==> src/rtl/mem_frame_reader.sv <==
// Raster-order reader for the single-port 8-bit frame SRAM.
// Issues credit-checked reads and streams pixels with x/y/last tags through a small FIFO.
module mem_frame_reader #(
    parameter int unsigned ADDR_BITS  = 19,
    parameter int unsigned DIM_BITS   = 10,
    parameter int unsigned FIFO_DEPTH = 4
) (
    input  logic                 clk,
    input  logic                 rst_n,
    input  logic                 start,
    input  logic [ADDR_BITS-1:0] base_addr,
    input  logic [DIM_BITS-1:0]  img_w,
    input  logic [DIM_BITS-1:0]  img_h,
    output logic                 busy,
    output logic                 done,
    output logic [ADDR_BITS-1:0] mem_addr,
    output logic                 mem_we,
    input  logic [7:0]           mem_rdata,
    output logic [7:0]           pix_data,
    output logic [DIM_BITS-1:0]  pix_x,
    output logic [DIM_BITS-1:0]  pix_y,
    output logic                 pix_last,
    output logic                 pix_valid,
    input  logic                 pix_ready
);

    localparam int unsigned PTR_BITS = $clog2(FIFO_DEPTH);
    localparam int unsigned CNT_BITS = $clog2(FIFO_DEPTH + 1);
    localparam int unsigned OCC_BITS = CNT_BITS + 2;

    localparam logic [ADDR_BITS-1:0] ADDR_ONE = 1;
    localparam logic [DIM_BITS-1:0]  DIM_ONE  = 1;
    localparam logic [PTR_BITS-1:0]  PTR_ONE  = 1;
    localparam logic [CNT_BITS-1:0]  CNT_ONE  = 1;
    localparam logic [OCC_BITS-1:0]  DEPTH_C  = OCC_BITS'(FIFO_DEPTH);

    typedef enum logic [1:0] {StIdle, StIssue, StDrain, StFinish} state_e;

    state_e state_q, state_d;

    logic [DIM_BITS-1:0]  w_q, h_q, x_q, y_q;
    logic [ADDR_BITS-1:0] addr_cnt_q, mem_addr_q;

    // Tag pipeline: stage 0 = address on the SRAM bus, stage 1 = data on mem_rdata.
    logic                v0_q, v1_q, l0_q, l1_q;
    logic [DIM_BITS-1:0] x0_q, y0_q, x1_q, y1_q;

    logic [7:0]          fifo_data_q [FIFO_DEPTH];
    logic [DIM_BITS-1:0] fifo_x_q    [FIFO_DEPTH];
    logic [DIM_BITS-1:0] fifo_y_q    [FIFO_DEPTH];
    logic                fifo_last_q [FIFO_DEPTH];
    logic [PTR_BITS-1:0] wr_ptr_q, rd_ptr_q;
    logic [CNT_BITS-1:0] count_q;

    logic                start_ok, zero_dim, x_end, at_last, credit, issue, push, pop;
    logic [OCC_BITS-1:0] occupancy;

    assign start_ok  = (state_q == StIdle) && start;
    assign zero_dim  = (img_w == '0) || (img_h == '0);
    assign x_end     = (x_q == w_q - DIM_ONE);
    assign at_last   = x_end && (y_q == h_q - DIM_ONE);
    // Reads already in flight reserve a FIFO slot, so the FIFO can never overflow.
    assign occupancy = OCC_BITS'(count_q) + OCC_BITS'(v0_q) + OCC_BITS'(v1_q);
    assign credit    = occupancy < DEPTH_C;
    assign issue     = (state_q == StIssue) && credit;
    assign push      = v1_q;
    assign pop       = pix_valid && pix_ready;

    always_comb begin
        state_d = state_q;
        unique case (state_q)
            StIdle:   if (start) state_d = zero_dim ? StFinish : StIssue;
            StIssue:  if (issue && at_last) state_d = StDrain;
            StDrain:  if ((count_q == '0) && !v0_q && !v1_q) state_d = StFinish;
            StFinish: state_d = StIdle;
            default:  state_d = StIdle;
        endcase
    end

    always_ff @(posedge clk or negedge rst_n) begin
        if (!rst_n) begin
            state_q    <= StIdle;
            w_q        <= '0;
            h_q        <= '0;
            x_q        <= '0;
            y_q        <= '0;
            addr_cnt_q <= '0;
            mem_addr_q <= '0;
            v0_q       <= 1'b0;
            v1_q       <= 1'b0;
            l0_q       <= 1'b0;
            l1_q       <= 1'b0;
            x0_q       <= '0;
            y0_q       <= '0;
            x1_q       <= '0;
            y1_q       <= '0;
            wr_ptr_q   <= '0;
            rd_ptr_q   <= '0;
            count_q    <= '0;
        end else begin
            state_q <= state_d;
            if (start_ok) begin
                w_q        <= img_w;
                h_q        <= img_h;
                addr_cnt_q <= base_addr;
                x_q        <= '0;
                y_q        <= '0;
            end
            if (issue) begin
                mem_addr_q <= addr_cnt_q;
                addr_cnt_q <= addr_cnt_q + ADDR_ONE;
                if (x_end) begin
                    x_q <= '0;
                    y_q <= y_q + DIM_ONE;
                end else begin
                    x_q <= x_q + DIM_ONE;
                end
            end
            v0_q <= issue;
            x0_q <= x_q;
            y0_q <= y_q;
            l0_q <= at_last;
            v1_q <= v0_q;
            x1_q <= x0_q;
            y1_q <= y0_q;
            l1_q <= l0_q;
            if (push) wr_ptr_q <= wr_ptr_q + PTR_ONE;
            if (pop)  rd_ptr_q <= rd_ptr_q + PTR_ONE;
            case ({push, pop})
                2'b10:   count_q <= count_q + CNT_ONE;
                2'b01:   count_q <= count_q - CNT_ONE;
                default: count_q <= count_q;
            endcase
        end
    end

    always_ff @(posedge clk) begin
        if (push) begin
            fifo_data_q[wr_ptr_q] <= mem_rdata;
            fifo_x_q[wr_ptr_q]    <= x1_q;
            fifo_y_q[wr_ptr_q]    <= y1_q;
            fifo_last_q[wr_ptr_q] <= l1_q;
        end
    end

    assign busy      = (state_q == StIssue) || (state_q == StDrain);
    assign done      = (state_q == StFinish);
    assign mem_addr  = mem_addr_q;
    assign mem_we    = 1'b0;
    assign pix_valid = (count_q != '0);
    // Gate the head with valid so an empty FIFO presents zeros.
    assign pix_data  = pix_valid ? fifo_data_q[rd_ptr_q] : '0;
    assign pix_x     = pix_valid ? fifo_x_q[rd_ptr_q] : '0;
    assign pix_y     = pix_valid ? fifo_y_q[rd_ptr_q] : '0;
    assign pix_last  = pix_valid && fifo_last_q[rd_ptr_q];

endmodule

==> config.mk <==
export PLATFORM = sky130hd
export DESIGN_NAME = mem_frame_reader
export DESIGN_NICKNAME = d
export VERILOG_FILES = /design/src/rtl/mem_frame_reader.sv
export SDC_FILE = /design/constraint.sdc
export NUM_CORES = 1
export LEC_CHECK = 0
export ABC_AREA = 1
export CORE_MARGIN = 1.5
export CORE_UTILIZATION = 40
export CTS_CLUSTER_SIZE = 10
export DETAILED_ROUTE_END_ITERATION = 12
export PLACE_DENSITY = 0.56
export SLEW_MARGIN = 5
export SYNTH_ARGS = -nofsm -noshare
export SYNTH_HDL_FRONTEND = slang
export SYNTH_SLANG_ARGS = --single-unit
==> constraint.sdc <==
create_clock -name clk -period 3.35 [get_ports clk]
set_input_delay 0.67 -clock clk [delete_from_list [all_inputs] [get_ports clk]]
set_output_delay 0.67 -clock clk [all_outputs]
set_load 0.01 [all_outputs]
# After elaboration in Yosys (flattened, before gate mapping)
# Memory sizes are Yosys's and may differ from the RTL's.
# Index checks and enable logic that the tools add are counted.
[totals] reg_bits=131 latch_bits=0 ramBits=116 mem_bits_ro=0 input_bits=51 out_inout_bits=52 word_cells=83 mem_count=4
[op_classes] n_addsub=11 multipliers=0 div_mod_pow=0 n_lt_le_gt_ge=1 eq_ne=10 shifts=0 mux=19 bitwise=0 n_reduce_logical=20
[memory_table] name="fifo_x_q" depth=4 word_bits=10 read_ports=1 rd_clocked_by_memory_dff=0 write_ports=1 line_no="49" text="logic [DIM_BITS-1:0] fifo_x_q [FIFO_DEPTH];"
[memory_table] name="fifo_y_q" depth=4 word_bits=10 read_ports=1 rd_clocked_by_memory_dff=0 write_ports=1 line_no="50" text="logic [DIM_BITS-1:0] fifo_y_q [FIFO_DEPTH];"
[memory_table] name="fifo_data_q" depth=4 word_bits=8 read_ports=1 rd_clocked_by_memory_dff=0 write_ports=1 line_no="48" text="logic [7:0] fifo_data_q [FIFO_DEPTH];"
[memory_table] name="fifo_last_q" depth=4 word_bits=1 read_ports=1 rd_clocked_by_memory_dff=0 write_ports=1 line_no="51" text="logic fifo_last_q [FIFO_DEPTH];"
[op_table] op="10-bit 2-to-1 mux" count=8
[op_table] op="19-bit 2-to-1 mux" count=2
[op_table] op="10-bit by 1-bit adder with 10-bit output (second input constant)" count=2
[op_table] op="10-bit equality test" count=2
[op_table] op="10-bit logical NOT" count=2
[op_table] op="10-bit by 1-bit subtractor with 10-bit output (second input constant)" count=2
[op_table] op="19-bit by 1-bit adder with 19-bit output (second input constant)" count=1
[op_table] op="1-bit logical AND" count=8
[op_table] op="2-bit 2-to-1 mux" count=4
[op_table] op="8-bit 2-to-1 mux" count=1
[op_table] op="2-bit one-hot mux with 4 select lines" count=1
[op_table] op="2-bit equality test (second input constant)" count=3
[op_table] op="3-bit one-hot mux with 2 select lines" count=1
[op_table] op="4-bit by 1-bit adder with 5-bit output" count=1
[op_table] op="5-bit by 3-bit < comparator with 1-bit output (second input constant)" count=1
[op_table] op="2-bit by 1-bit adder with 2-bit output (second input constant)" count=2
[op_table] op="3-bit by 1-bit adder with 4-bit output" count=1
[op_table] op="2-bit by 1-bit equality test with 1-bit output (second input constant)" count=2
[op_table] op="2-bit != test (second input constant)" count=2
[op_table] op="2-bit nonzero test" count=2
[op_table] op="3-bit by 1-bit adder with 3-bit output (second input constant)" count=1
[op_table] op="3-bit logical NOT" count=1
[op_table] op="3-bit AND reduction" count=1
[op_table] op="3-bit nonzero test" count=1
[op_table] op="6 further kinds" count=9

# Logic depth before layout (Yosys ltp)
[logic_depth] depth_word=7 ltp_mapped=16 ltp_nobuf=16

# Worst setup path before layout
# OpenSTA, ideal clock, no wires.
[synth_timing] path_kind="reg-to-output" startpoint="register rd_ptr_q[0]" endpoint="output port pix_y[0]" arrival_ns=1.492 setup_slack_ns=1.188 stages_incl_launch_ff=8 cell_sequence="dfrtp_1 > clkbuf_1 > clkbuf_1 > clkbuf_1 > nor2_1 > nor2_1 > o21ai_0 > a21oi_1"
[synth_between] elab_chain_len=2
[synth_rtl] item="start, declared" line_no="52" text="logic [PTR_BITS-1:0] wr_ptr_q, rd_ptr_q;"
[synth_rtl] item="start signal, assigned" line_no="128" text="if (pop) rd_ptr_q <= rd_ptr_q + PTR_ONE;"
[synth_rtl] item="memory 4 x 10 bit"
[synth_rtl] item="10-bit 2-to-1 mux" line_no="154" text="assign pix_y = pix_valid ? fifo_y_q[rd_ptr_q] : '0;"
[synth_rtl] item="end, declared" line_no="21" text="output logic [DIM_BITS-1:0] pix_y,"
# No other way between the ends.

# Worst setup path in the final report
[layout_timing] startpoint="register rd_ptr_q[1]" endpoint="output port pix_last"
[layout_between] elab_chain_len=2
[layout_rtl] item="memory 4 x 1 bit"
[layout_rtl] item="1-bit logical AND" line_no="155" text="assign pix_last = pix_valid && fifo_last_q[rd_ptr_q];"
[layout_rtl] item="end, declared" line_no="22" text="output logic pix_last,"
# No other way between the ends.

==> qor.yml <==
die_w_um: 167
period_needed_ns: 3.17
core_region_area_um2: 26300
peakVddDrop_uv: 421
numCtsBuffers: 28
diodes: 0
clk_pin_slew_ns: 0.06
postCtsHoldBufs: 0
cts.path.max_buffers: 3
period_share_pct: 94.6
fin_tns_setup_ns: 0
grt_max_degree: 62
gr-total-overflow: 0
slew_violations: 0
arrival_ns: 2.50
yosys_warnings: 0
critPathSlowestCell: "clkdlybuf4s50_1"
synthCells: 1081
routed_wl_mm: 23.4
grt_pass1_wl_mm: 38.3
die_area_um2: 27900
reg2reg_from: "push$_DFF_PN0_"
tritoncts: "done"
critical_path_class: "flop to output pin"
final_common_cell: "nand2_1"
grt_setup_unrepaired: "no"
multi_input_area_um2: 3530
cts_resized: 0
startpoint_type: "flop"
track_usage_pct: 16.9
reg2reg_depth: 12
setup_viol: 0
vias: 7485
viasPerCell: 4.86
fin_nets: 1256
synth_ff_type: "dfrtp_1"
ff_latch_area_um2: 6760
dr.pass1.iters: 5
hp-class: "primary input to async pin"
final_cell_mix: "187 x nand2_1, 184 x nor2_1, 131 x dfrtp_1"
layout-drive-gt1-share_pct: 6.63
synth_cell_types: 44
path_buf_inv: 2
cp.required_ns: 2.68
path_delay_family: "buffers and inverters"
crit_path_max_incr_delay_ns: 0.58
fin_skew_ns: 0.0142
total_leakage_power_nw: 5.39
post_cts_buffers: 0
wl_per_cell_um: 15.2
nFillCells: 2416
htreeDepth: 1
hpwlAfterDp_mm: 15.2
fmax_ghz: 0.316
ff2ff_setup_slack_ns: 0.93
crit_chain: "clkinvlp_4 > nor2_1 > o21ai_0 > a21oi_1 > clkdlybuf4s50_1"
hold_viol_final: 0
synthToLayoutAreaGrowth_pct: 20.7
syn_area_um2: 10800
crit_fanout: 15
synth_seq_cells: 247
clk_latency_ns: 0.53
cap_viol_max_count: 0
relSlewSlack_pct: 60.4
cts_root_buf: "clkbuf_16"
synth-edff-count: 116
grt_pass1_vias: 7466
port_buffers: 101
total_power_w: 0.0116
cts.sinks: 247
route.detailed.drc: 0
syn_area_per_cell_um2: 9.97
r2r-end: "addr_cnt_q[18]$_DFFE_PN0P_"
ant_nets: 0
rows: 59
end_kind: "output pin"
initial_core_util_pct: 41.0
status: "finished, final reports clean"
gp_congestion: 0.811
powerDensity_nw_per_um2: 893
antenna_found_initial: 0
syn-num-nets: 1149
first_iter_violations: 371
tightest_slew_ns: 0.594
pin_count: 103
die_y_um: 167
synth_async_sr_flop_share_pct: 53.0
yosysSeqAreaShare_pct: 62.7
## power breakdown
part           internal [W]  total (W)  switching [W]
clock network       0.00161    0.00272        0.00111
logic               0.00190    0.00459        0.00269
registers           0.00384    0.00430       0.000454
total               0.00735     0.0116        0.00425
## through the flow
step	setup slack (ns)	instance area, um^2	hold slack (ns)	cells	utilization [%]
after floorplan	1.19	10800	0.331	1081	-
after global placement	0.684	12200	0.331	1492	46.3
after detailed placement	0.680	12200	0.335	1492	46.3
after CTS	0.105	13000	0.124	1540	49.4
after global routing	0.0378	13000	0.156	1541	49.5
final	0.182	13000	0.120	1541	49.5
## final cells by class
| class | instances | share of cell area, % |
|---|---|---|
| multi-input combinational | 707 | 27.1 |
| sequential | 247 | 52.0 |
| timing repair inverter | 1 | 0.0577 |
| clock buffer | 48 | 6.21 |
| tap | 335 | 3.22 |
| timing repair buffer | 118 | 8.89 |
| inverter | 85 | 2.48 |
## cells by family after synthesis
kind of cell    count (synthesis)  share of synthesized area, %
simple gates                  473                          18.7
flops                         247                          62.7
compound gates                182                          9.18
buf+inv                       127                          4.55
xor+xnor                       34                          2.76
fa+ha+maj                      17                          2.04
other cells                     1                        0.0348
## registers in the layout, summed over array words and instances (netlist names)
| signal | flops |
|---|---|
| addr_cnt_q | 19 |
| count_q | 3 |
| fifo_data_q | 32 |
| fifo_last_q | 4 |
| fifo_x_q | 40 |
| fifo_y_q | 40 |
| h_q | 10 |
| l0_q | 1 |
| l1_q | 1 |
| mem_addr | 19 |
| push | 1 |
| rd_ptr_q | 2 |
| state_q | 2 |
| v0_q | 1 |
| w_q | 10 |
| wr_ptr_q | 2 |
| x0_q | 10 |
| x1_q | 10 |
| x_q | 10 |
| y0_q | 10 |
| y1_q | 10 |
| y_q | 10 |
## metal layers
metal / vias to the layer above / wire length [um] / GRT usage [%]
met1: 3497 / 10900 / 22.5
met4: 0 / 199 / 3.76
met2: 148 / 11000 / 28.3
met5: - / 0 / 0
li1: 3822 / - / -
met3: 18 / 1300 / 3.76
## worst max path at each step
stage / from / endpoint / slack, ns / cells after the start
global placement: rd_ptr_q[1]$_DFFE_PN0P_ / pix_last / 0.68 / 5
CTS: rd_ptr_q[1]$_DFFE_PN0P_ / pix_last / 0.11 / 5
detailed placement: rd_ptr_q[1]$_DFFE_PN0P_ / pix_last / 0.68 / 5
global route: rd_ptr_q[1]$_DFFE_PN0P_ / pix_x[7] / 0.04 / 5
floorplan: rd_ptr_q[0]$_DFFE_PN0P_ / pix_y[0] / 1.19 / 7
finish: rd_ptr_q[1]$_DFFE_PN0P_ / pix_last / 0.18 / 5
## cell usage after synthesis, types with 3 or more instances
master | number | area share [%]
a21oi_1 | 41 | 1.9
a31oi_1 | 5 | 0.29
buf_1 | 7 | 0.24
clkbuf_1 | 31 | 1.1
dfrtp_1 | 131 | 30
edfxtp_1 | 116 | 32
ha_1 | 16 | 1.9
inv_1 | 79 | 2.8
inv_2 | 5 | 0.17
nand2_1 | 187 | 6.5
nand2_2 | 5 | 0.29
nand3_1 | 48 | 2.2
nand3_2 | 5 | 0.46
nand4_1 | 13 | 0.75
nor2_1 | 184 | 6.4
nor2_2 | 3 | 0.17
nor2_4 | 3 | 0.31
nor3_1 | 13 | 0.60
nor4_1 | 4 | 0.23
o21ai_0 | 108 | 5.0
o21ai_2 | 3 | 0.24
o221ai_1 | 5 | 0.41
o22ai_1 | 10 | 0.58
or2_2 | 3 | 0.17
xnor2_1 | 9 | 0.73
xor2_1 | 25 | 2.0
No activity file was read; power rests on OpenSTA's default activity.
